## src/rtl/and_serial_arbiter_if.sv

```systemverilog
// Requester-side bundle for and_serial_arbiter.
// Holds both request/operand channels plus the shared grant/done/result return path.
//   master : requester side (drives req/operands, observes grants and results)
//   slave  : arbiter side   (observes req/operands, drives grants and results)
interface and_serial_arbiter_if #(
  parameter int WIDTH = 8
);
  logic             req0;
  logic [WIDTH-1:0] a0;
  logic [WIDTH-1:0] b0;
  logic             req1;
  logic [WIDTH-1:0] a1;
  logic [WIDTH-1:0] b1;
  logic             gnt0;
  logic             gnt1;
  logic             busy;
  logic             done;
  logic             done_id;
  logic [WIDTH-1:0] result;

  modport master (
    output req0, a0, b0, req1, a1, b1,
    input  gnt0, gnt1, busy, done, done_id, result
  );

  modport slave (
    input  req0, a0, b0, req1, a1, b1,
    output gnt0, gnt1, busy, done, done_id, result
  );
endinterface

```

## src/rtl/and_serial_arbiter.sv

```systemverilog
// Round-robin arbiter that time-shares a single external 1-bit AND cell between
// two requesters. Each granted operation is pushed LSB-first through the cell,
// one bit per clock, and the returned bits are gathered into a parallel word.
//
// Ports:
//   clk      system clock, rising edge
//   rst      synchronous active-high reset
//   bus      requester bundle (slave side): req/operands in, gnt/busy/done/done_id/result out
//   and_a    to AND cell input a
//   and_b    to AND cell input b
//   and_res  from AND cell output (combinational)
//
// state  | meaning
// S_IDLE | waiting for a request; arbitrates and captures operands on grant
// S_RUN  | streaming WIDTH operand bits through the AND cell
// S_DONE | result valid for one cycle, done pulse high
module and_serial_arbiter #(
  parameter int WIDTH = 8
) (
  input  logic                 clk,
  input  logic                 rst,
  and_serial_arbiter_if.slave  bus,
  output logic                 and_a,
  output logic                 and_b,
  input  logic                 and_res
);

  localparam int CW = $clog2(WIDTH) + 1;

  typedef enum logic [1:0] {
    S_IDLE = 2'd0,
    S_RUN  = 2'd1,
    S_DONE = 2'd2
  } state_t;

  state_t           state;
  state_t           state_nxt;
  logic [WIDTH-1:0] op_a;
  logic [WIDTH-1:0] op_b;
  logic [WIDTH-1:0] acc;
  logic [WIDTH-1:0] acc_nxt;
  logic [WIDTH-1:0] result_q;
  logic [CW-1:0]    cnt;
  logic             last_served;
  logic             gnt0_q;
  logic             gnt1_q;
  logic             done_id_q;
  logic             any_req;
  logic             pick1;
  logic             last_bit;

  always_comb begin
    any_req   = bus.req0 | bus.req1;
    // Requester 1 wins when alone, or on a tie when requester 0 was served last.
    pick1     = bus.req1 & (~bus.req0 | ~last_served);
    last_bit  = (cnt == CW'(WIDTH - 1));
    // Bits arrive LSB-first, so shifting in from the top leaves bit 0 in place after WIDTH steps.
    acc_nxt   = {and_res, acc[WIDTH-1:1]};
    state_nxt = state;
    bus.busy  = 1'b0;
    bus.done  = 1'b0;
    and_a     = 1'b0;
    and_b     = 1'b0;
    case (state)
      S_IDLE: begin
        if (any_req) state_nxt = S_RUN;
      end
      S_RUN: begin
        bus.busy = 1'b1;
        and_a    = op_a[0];
        and_b    = op_b[0];
        if (last_bit) state_nxt = S_DONE;
      end
      S_DONE: begin
        bus.busy  = 1'b1;
        bus.done  = 1'b1;
        state_nxt = S_IDLE;
      end
      default: state_nxt = S_IDLE;
    endcase
  end

  always_ff @(posedge clk) begin
    if (rst) state <= S_IDLE;
    else     state <= state_nxt;
  end

  always_ff @(posedge clk) begin
    if (rst) begin
      op_a        <= '0;
      op_b        <= '0;
      acc         <= '0;
      result_q    <= '0;
      cnt         <= '0;
      last_served <= 1'b1;
      gnt0_q      <= 1'b0;
      gnt1_q      <= 1'b0;
      done_id_q   <= 1'b0;
    end else begin
      gnt0_q <= 1'b0;
      gnt1_q <= 1'b0;
      case (state)
        S_IDLE: begin
          if (any_req) begin
            op_a        <= pick1 ? bus.a1 : bus.a0;
            op_b        <= pick1 ? bus.b1 : bus.b0;
            acc         <= '0;
            cnt         <= '0;
            gnt0_q      <= ~pick1;
            gnt1_q      <= pick1;
            done_id_q   <= pick1;
            last_served <= pick1;
          end
        end
        S_RUN: begin
          acc  <= acc_nxt;
          op_a <= op_a >> 1;
          op_b <= op_b >> 1;
          cnt  <= cnt + CW'(1);
          if (last_bit) result_q <= acc_nxt;
        end
        default: ;
      endcase
    end
  end

  assign bus.gnt0    = gnt0_q;
  assign bus.gnt1    = gnt1_q;
  assign bus.done_id = done_id_q;
  assign bus.result  = result_q;

endmodule

```

## src/flat_wrapper.sv

```systemverilog
// flat-port wrapper written by rule: the top's interface ports become plain ports
module and_serial_arbiter_flat 
#(
  parameter int WIDTH = 8
)
  (clk, rst, and_a, and_b, and_res, bus_req0, bus_a0, bus_b0, bus_req1, bus_a1, bus_b1, bus_gnt0, bus_gnt1, bus_busy, bus_done, bus_done_id, bus_result);
  and_serial_arbiter_if #(.WIDTH(WIDTH)) bus_i ();
  input  logic clk;
  input  logic rst;
  output logic and_a;
  output logic and_b;
  input  logic and_res;
  input wire logic [$bits(bus_i.req0)-1:0] bus_req0;
  input wire logic [$bits(bus_i.a0)-1:0] bus_a0;
  input wire logic [$bits(bus_i.b0)-1:0] bus_b0;
  input wire logic [$bits(bus_i.req1)-1:0] bus_req1;
  input wire logic [$bits(bus_i.a1)-1:0] bus_a1;
  input wire logic [$bits(bus_i.b1)-1:0] bus_b1;
  output wire logic [$bits(bus_i.gnt0)-1:0] bus_gnt0;
  output wire logic [$bits(bus_i.gnt1)-1:0] bus_gnt1;
  output wire logic [$bits(bus_i.busy)-1:0] bus_busy;
  output wire logic [$bits(bus_i.done)-1:0] bus_done;
  output wire logic [$bits(bus_i.done_id)-1:0] bus_done_id;
  output wire logic [$bits(bus_i.result)-1:0] bus_result;
  assign bus_i.req0 = bus_req0;
  assign bus_i.a0 = bus_a0;
  assign bus_i.b0 = bus_b0;
  assign bus_i.req1 = bus_req1;
  assign bus_i.a1 = bus_a1;
  assign bus_i.b1 = bus_b1;
  assign bus_gnt0 = bus_i.gnt0;
  assign bus_gnt1 = bus_i.gnt1;
  assign bus_busy = bus_i.busy;
  assign bus_done = bus_i.done;
  assign bus_done_id = bus_i.done_id;
  assign bus_result = bus_i.result;
  and_serial_arbiter #(.WIDTH(WIDTH)) u_core (.clk(clk), .rst(rst), .bus(bus_i), .and_a(and_a), .and_b(and_b), .and_res(and_res));
endmodule
```

## config.mk

```make
export PLATFORM = sky130hd
export DESIGN_NAME = and_serial_arbiter_flat
export DESIGN_NICKNAME = d
export VERILOG_FILES = /design/src/rtl/and_serial_arbiter_if.sv /design/src/rtl/and_serial_arbiter.sv /design/src/flat_wrapper.sv
export SDC_FILE = /design/constraint.sdc
export NUM_CORES = 1
export LEC_CHECK = 0
export CAP_MARGIN = 20
export CORE_MARGIN = 4
export CORE_UTILIZATION = 30
export CTS_CLUSTER_SIZE = 28
export DETAILED_ROUTE_END_ITERATION = 10
export GPL_TIMING_DRIVEN = 0
export MAX_ROUTING_LAYER = met4
export PLACE_DENSITY_LB_ADDON = 0.05
export REMOVE_ABC_BUFFERS = 1
export SLEW_MARGIN = 20
export SYNTH_ARGS = -nofsm -noshare
export SYNTH_HDL_FRONTEND = slang
export SYNTH_SLANG_ARGS = --single-unit
```

## constraint.sdc

```tcl
create_clock -name clk -period 1.7 [get_ports clk]
set_input_delay 0.425 -clock clk [delete_from_list [all_inputs] [get_ports clk]]
set_output_delay 0.425 -clock clk [all_outputs]
set_load 0.03 [all_outputs]
```

==> results.json, run 1 <==
{
  "finalWeightedCongestion": 0.683,
  "finalCritPeriodShare": 1.00,
  "yosys_warnings": 0,
  "syn_inst": 236,
  "final_cell_mix": "dfxtp_1, clkdlybuf4s50_1, a21oi_1, buf_4",
  "setup_ws_ns": -0.00247,
  "tightest_slew_ns": 0.445,
  "fin_crit_ns": 1.70,
  "gr-usage-met1": 0.188,
  "status": "finished, violations left",
  "fin_skew_ns": 0.00382,
  "power_density_nw_per_um2": 884,
  "slowest_stage": "dfxtp_2",
  "antenna_found_initial": 0,
  "synth_edf_count": 0,
  "io-pin-count": 52,
  "synth_area_leaders": "dfxtp_1, a2111o_1, o32ai_1",
  "rsz0062_at_grt": "true",
  "slew_viol_final": 0,
  "numCtsBuffers": 5,
  "avgSynthCellArea_sq_um": 8.80,
  "dieArea_sq_um": 8320,
  "synth_cell_type_count": 35,
  "busiest_layer": "met2",
  "grt_max_degree": 44,
  "startpoint_type": "flip-flop",
  "p_sw_frac": 0.289,
  "die_w_um": 91.2,
  "worst_setup_path_end_kind": "output port",
  "initial_utilization": 0.307,
  "diodes": 0,
  "pwr-share-clk": 0.315,
  "dp_hpwl_mm": 3.33,
  "gr-total-overflow": 0,
  "drive_gt1_frac": 0.203,
  "drc_errors": 0,
  "fill_cells": 698,
  "synth_seq_cells": 41,
  "ys_seq_area_frac": 0.395,
  "wirelength_mm": 5.85,
  "clk_pin_slew_ns": 0.08,
  "grt_first_pass_wirelength_mm": 9.93,
  "grt_use_met3": 0.0265,
  "clock-sinks": 41,
  "synth_flop_cell": "dfxtp_1",
  "setup_viol": 1,
  "max_freq_mhz": 587,
  "dp_cells": 344,
  "path_class": "flip-flop to output port",
  "vias": 1998,
  "drv_cap": 0,
  "h-tree-depth": 2,
  "ctsHoldBuffers": 0,
  "clock_latency_ns": 0.29,
  "synth_top_cell_by_area": "dfxtp_1",
  "drtAntennaViolNets": 0,
  "hold_class": "flip-flop to flip-flop",
  "p_leak_nw": 1.14,
  "failed_checks": "setup timing",
  "drtIter0Drc": 80,
  "cts_tree": "done",
  "finalHoldViolations": 0,
  "p_sw_w": 0.000773,
  "grt_pass1_vias": 1972,
  "coreArea_sq_um": 6760,
  "synth_top_cell_area_share": 0.395,
  "num-nets-final": 336,
  "cp_max_fo": 5,
  "finalNonFillerCells": 376,
  "io_buffers": 51,
  "intPower_w": 0.00190,
  "async_reset_ff_frac": 0,
  "total_power_w": 0.00267,
  "die_y_um": 91.2,
  "cp.required_ns": 1.27,
  "power.ir.vdd_worst_v": 0.000366,
  "first_pass_iters": 4,
  "crit_chain": "inv_4 > ha_4 > buf_12 > and2_4 > buf_6",
  "slew_headroom": 0.702,
  "post_drt_wl_per_cell_um": 15.5,
  "routed_via_density": 5.31,
  "rows": 30,
  "clockBufferDepth": 2,
  "crit_path_max_incr_delay_ns": 0.36,
  "syn_to_final_growth_pct": 45.7,
  "grt_util_met2": 0.250,
  "final_common_cell": "dfxtp_1",
  "pwr-share-comb": 0.286,
  "seqPwrFrac": 0.400,
  "worstPathArrival_ns": 1.28,
  "grt.total_usage": 0.153,
  "syn-cell-area_sq_um": 2080,
  "clockRootBuffer": "clkbuf_8"
}
Yosys cell counts, types with 2 or more instances:
| cell | instances |
|---|---|
| buf_2 | 7 |
| buf_1 | 2 |
| ha_1 | 4 |
| nor2b_1 | 2 |
| o31ai_1 | 3 |
| a221oi_1 | 14 |
| or4_1 | 2 |
| dfxtp_1 | 41 |
| clkbuf_1 | 14 |
| nor2_2 | 2 |
| nor2_1 | 3 |
| nand3_1 | 9 |
| nand2_1 | 18 |
| inv_1 | 19 |
| a2111o_1 | 14 |
| and2_1 | 16 |
| mux2i_1 | 2 |
| a211oi_1 | 2 |
| or3_1 | 2 |
| buf_6 | 2 |
| a21oi_1 | 21 |
| nand2b_1 | 2 |
| o21ai_0 | 8 |
| o32ai_1 | 16 |
through the flow:
| stage | setup TNS [ns] | cell area (sq um) | setup WS (ns) | utilization | hold slack (ns) |
|---|---|---|---|---|---|
| after floorplan | -17.02 | 1960 | -0.615 | - | 0.422 |
| after global placement | -62.99 | 2570 | -1.84 | 0.380 | 0.440 |
| after detailed placement | -38.63 | 2610 | -1.50 | 0.387 | 0.446 |
| after CTS | -0.0164 | 2950 | -0.0164 | 0.436 | 0.455 |
| after global routing | -0.0680 | 3030 | -0.0428 | 0.448 | 0.477 |
| final | -0.00247 | 3030 | -0.00247 | 0.448 | 0.452 |
final cells by class:
| class | count | area, sq um | share of cell area |
|---|---|---|---|
| clock buffers | 6 | 82.6 | 0.0273 |
| flip-flops and latches | 41 | 823 | 0.272 |
| repair buffers | 75 | 739 | 0.244 |
| clock inverters | 2 | 37.5 | 0.0124 |
| inverters | 19 | 73.8 | 0.0244 |
| well taps | 80 | 100 | 0.0331 |
| multi-input cells | 153 | 1170 | 0.387 |
power groups by stage:
stage	Clock (W)	Combinational, W	Sequential, W
global placement	0	0.000572	0.00109
global route	0.000899	0.000846	0.00108
floorplan	0	0.000334	0.00109
detailed placement	0	0.000593	0.00109
CTS	0.000862	0.000724	0.00107
finish	0.000842	0.000763	0.00107
cells by family after synthesis:
kind of cell / count (synthesis) / synth area share
buf+inv: 44 / 0.0910
fa+ha+maj: 4 / 0.0241
flops: 41 / 0.395
simple gates: 62 / 0.169
mux: 2 / 0.00964
compound gates: 83 / 0.311
registers in the layout (all words and copies together) (netlist names), 2 cells and up:
| register | count |
|---|---|
| u_core.bus.result | 8 |
| u_core.op_a | 8 |
| u_core.op_b | 8 |
| u_core.acc | 7 |
| u_core.cnt | 4 |
| u_core.state | 2 |
path summary, 6_finish.rpt:
path	from	to	slack (ns)	cells past startpoint
max	u_core.state[1]	and_a	-0.002	5
min	u_core.bus.result[2]	u_core.bus.result[2]	0.45	2
min reg2reg	u_core.bus.result[2]	u_core.bus.result[2]	0.45	2
max reg2reg	u_core.state[0]	u_core.cnt[3]	0.07	6
layer usage:
| layer | share of wire | vias to the layer above |
|---|---|---|
| met2 | 0.48 | 37 |
| li1 | - | 1004 |
| met4 | 0.0072 | 0 |
| met3 | 0.038 | 4 |
| met1 | 0.47 | 953 |
| met5 | 0 | - |
critical path, delay by kind of cell (launching register included):
family	cells	cell delay (ns)
flip-flops	1	0.36
AND/OR/NAND/NOR	1	0.13
adder cells (fa/ha/maj)	1	0.18
buffers and inverters	3	0.32
timing repair:
action | in CTS | in global routing
gates resized for setup | 51 | 11
setup endpoints to repair | 45 | 32
cloned | 3 | 0
pin swaps | 5 | 5
buffers inserted | 13 | 8
Note: power is estimated with default switching activity, not from simulation.
==> run 2, diff against run 1 <==
--- a/config.mk
+++ b/config.mk
@@ -5,12 +5,12 @@
 export SDC_FILE = /design/constraint.sdc
 export NUM_CORES = 1
 export LEC_CHECK = 0
+export ABC_AREA = 1
 export CAP_MARGIN = 20
 export CORE_MARGIN = 4
 export CORE_UTILIZATION = 30
 export CTS_CLUSTER_SIZE = 28
 export DETAILED_ROUTE_END_ITERATION = 10
-export GPL_TIMING_DRIVEN = 0
 export MAX_ROUTING_LAYER = met4
 export PLACE_DENSITY_LB_ADDON = 0.05
 export REMOVE_ABC_BUFFERS = 1
==> run 2 against run 1 <==
  * The run now ends clean
  * First-iteration DRC count rose by 8.8%
  * Synthesized cell count grew 42%
  * Sequential share of layout area fell by 0.056 points
  * Sequential power is essentially flat
  * Via count up 5.8%
  * Critical path type unchanged
  * Area after synthesis rose by 6.9%
  * Global-route usage is 1.3 points lower
  * Combinational power decreased by 18%
  * Hold slack gained 0.0079 ns
  * Critical path depth is 2 lower
  * Die area increased by 6.3%
  * Power down 1.1%
==> results.json, run 2 <==
{
  "status": "finished clean",
  "avgSynthCellArea_sq_um": 6.63,
  "antenna_found_initial": 0,
  "multi_input_area_sq_um": 1080,
  "ys_seq_area_frac": 0.370,
  "pwr-share-clk": 0.356,
  "die_y_um": 94.0,
  "clock-sinks": 41,
  "syn_to_final_growth_pct": 36.6,
  "drtAntennaViolNets": 0,
  "r2r_setup_slack_ns": 0.19,
  "h-tree-depth": 2,
  "seqPwrFrac": 0.406,
  "dp_hpwl_mm": 4.06,
  "synth_top_cell_by_area": "dfxtp_1",
  "slew_headroom": 0.743,
  "numCtsBuffers": 5,
  "syn-cell-area_sq_um": 2220,
  "yosys_warnings": 0,
  "die_w_um": 94.0,
  "hold_class": "flip-flop to flip-flop",
  "p_sw_w": 0.000744,
  "gr-total-overflow": 0,
  "power.ir.vdd_worst_v": 0.000357,
  "max_freq_mhz": 622,
  "worst_setup_path_end_kind": "output port",
  "routed_via_density": 4.27,
  "cp_max_fo": 3,
  "setup_tns_ns": 0,
  "slowest_stage": "dfxtp_2",
  "slew_viol_final": 0,
  "design_area_sq_um": 3030,
  "wirelength_mm": 5.48,
  "grt_pass1_vias": 2093,
  "p_leak_nw": 1.49,
  "num-nets-final": 436,
  "coreArea_sq_um": 7210,
  "io-pin-count": 52,
  "crit_path_max_incr_delay_ns": 0.34,
  "rows": 31,
  "clockRootBuffer": "clkbuf_8",
  "tightest_slew_ns": 0.384,
  "finish.utilization": 0.420,
  "startpoint_type": "flip-flop",
  "io_buffers": 51,
  "fill_cells": 788,
  "first_pass_iters": 4,
  "finalHoldViolations": 0,
  "finalCritPeriodShare": 0.946,
  "cp.required_ns": 1.27,
  "cts_tree": "done",
  "place_area_sq_um": 2880,
  "synth_area_leaders": "dfxtp_1, nand2_1, inv_1",
  "dp_cells": 485,
  "vias": 2114,
  "synth_most_common_cell": "nand2_1",
  "drtIter0Drc": 87,
  "fin_skew_ns": 0.00855,
  "synth_common_cells": "nand2_1, inv_1, dfxtp_1, nand3_1, a21oi_1",
  "grt_first_pass_wirelength_mm": 9.52,
  "setup_viol": 0,
  "grt.total_usage": 0.140,
  "dieArea_sq_um": 8840,
  "clock_latency_ns": 0.29,
  "syn_inst": 335,
  "synth_top_cell_area_share": 0.370,
  "async_reset_ff_frac": 0,
  "final_cell_mix": "nand2_1, inv_1, dfxtp_1, clkdlybuf4s50_1, nand3_1",
  "worstPathArrival_ns": 1.18,
  "p_sw_frac": 0.281,
  "final_common_cell": "nand2_1",
  "grt_max_degree": 24,
  "diodes": 0,
  "finalWeightedCongestion": 0.754,
  "synth_edf_count": 0,
  "intPower_w": 0.00190,
  "crit_chain": "buf_4 > ha_1 > clkdlybuf4s15_2",
  "post_drt_wl_per_cell_um": 11.1,
  "hold_slack_ns": 0.460,
  "initial_utilization": 0.308,
  "drive_gt1_frac": 0.136,
  "finalNonFillerCells": 495,
  "ctsHoldBuffers": 0,
  "drc_errors": 0,
  "fin_crit_ns": 1.61,
  "register_area_sq_um": 823,
  "drv_cap": 0,
  "synth_flop_cell": "dfxtp_1",
  "clockBufferDepth": 2,
  "clk_pin_slew_ns": 0.09,
  "pwr-share-comb": 0.238,
  "power_density_nw_per_um2": 872,
  "synth_seq_cells": 41,
  "rsz0062_at_grt": "false",
  "synth_cell_type_count": 23,
  "path_class": "flip-flop to output port"
}
run 2: cell count changes in the layout (fill, tap and decap cells not counted), sizes merged, moves of 4 or more:
| cell | previous run | this run |
|---|---|---|
| and2 | 16 | 0 |
| a21oi | 21 | 36 |
| a221oi | 14 | 0 |
| buf | 28 | 22 |
| inv | 19 | 55 |
| nand2 | 18 | 110 |
| o32ai | 16 | 0 |
| o21ai | 8 | 1 |
| clkinv | 0 | 4 |
| a2111o | 14 | 0 |
| nand3 | 9 | 31 |
| nand3b | 1 | 14 |
| nor2 | 6 | 19 |
run 2: layout make-up:
type / instances / share of cell area
repair buffers: 70 / 0.214
clock inverters: 3 / 0.0215
flip-flops and latches: 41 / 0.271
multi-input cells: 219 / 0.357
inverters: 58 / 0.0722
clock buffers: 5 / 0.0227
well taps: 99 / 0.0408
run 2: final timing paths:
check,from,to,cells past startpoint
setup / recovery,u_core.state[1],bus_done,3
hold / removal,u_core.bus.result[2],u_core.bus.result[2],2
setup reg to reg,u_core.state[0],u_core.op_b[4],8
hold reg to reg,u_core.bus.result[2],u_core.bus.result[2],2
run 2: through the flow:
step | power [W] | setup slack, ns
floorplan | 0.00144 | -0.511
global placement | 0.00173 | -0.0832
detailed placement | 0.00173 | -0.105
CTS | 0.00268 | 0.00402
global route | 0.00282 | 0.0153
finish | 0.00264 | 0.0918
run 2: kinds of logic (layout without fill, tap and decap cells):
kind of cell             count (synthesis)  after routing  synth area share
adder cells (fa/ha/maj)                  4              4            0.0225
AO/OA/AOI/OAI                           37             37             0.100
flip-flops                              41             41             0.370
AND/OR/NAND/NOR                        178            178             0.359
buffers and inverters                   75            136             0.148
run 2: critical path, delay by kind of cell (launching register included):
family	cells	cell delay (ns)
adders and majority gates	1	0.16
DFF	1	0.34
buffers and inverters	2	0.40
run 2: power by group through the flow:
stage          Combinational [W]  Clock (W)  Sequential, W
4_1_cts                 0.000637   0.000972        0.00107
3_5_place_dp            0.000631          0        0.00109
2_1_floorplan           0.000344          0        0.00110
6_report                0.000629   0.000941        0.00107
3_3_place_gp            0.000633          0        0.00109
5_1_grt                 0.000723    0.00101        0.00108
run 2: layer usage:
metal  share of wire  track usage
met2            0.51        0.257
met1            0.44        0.152
met3           0.032       0.0264
met4           0.015       0.0433
met5               0            -
run 2: what timing repair did:
| item | in CTS | in global routing |
|---|---|---|
| setup endpoints to repair | 14 | 5 |
| resized for setup | 19 | 2 |
| hold endpoints to repair | 0 | 0 |
| buffers inserted | 1 | 2 |
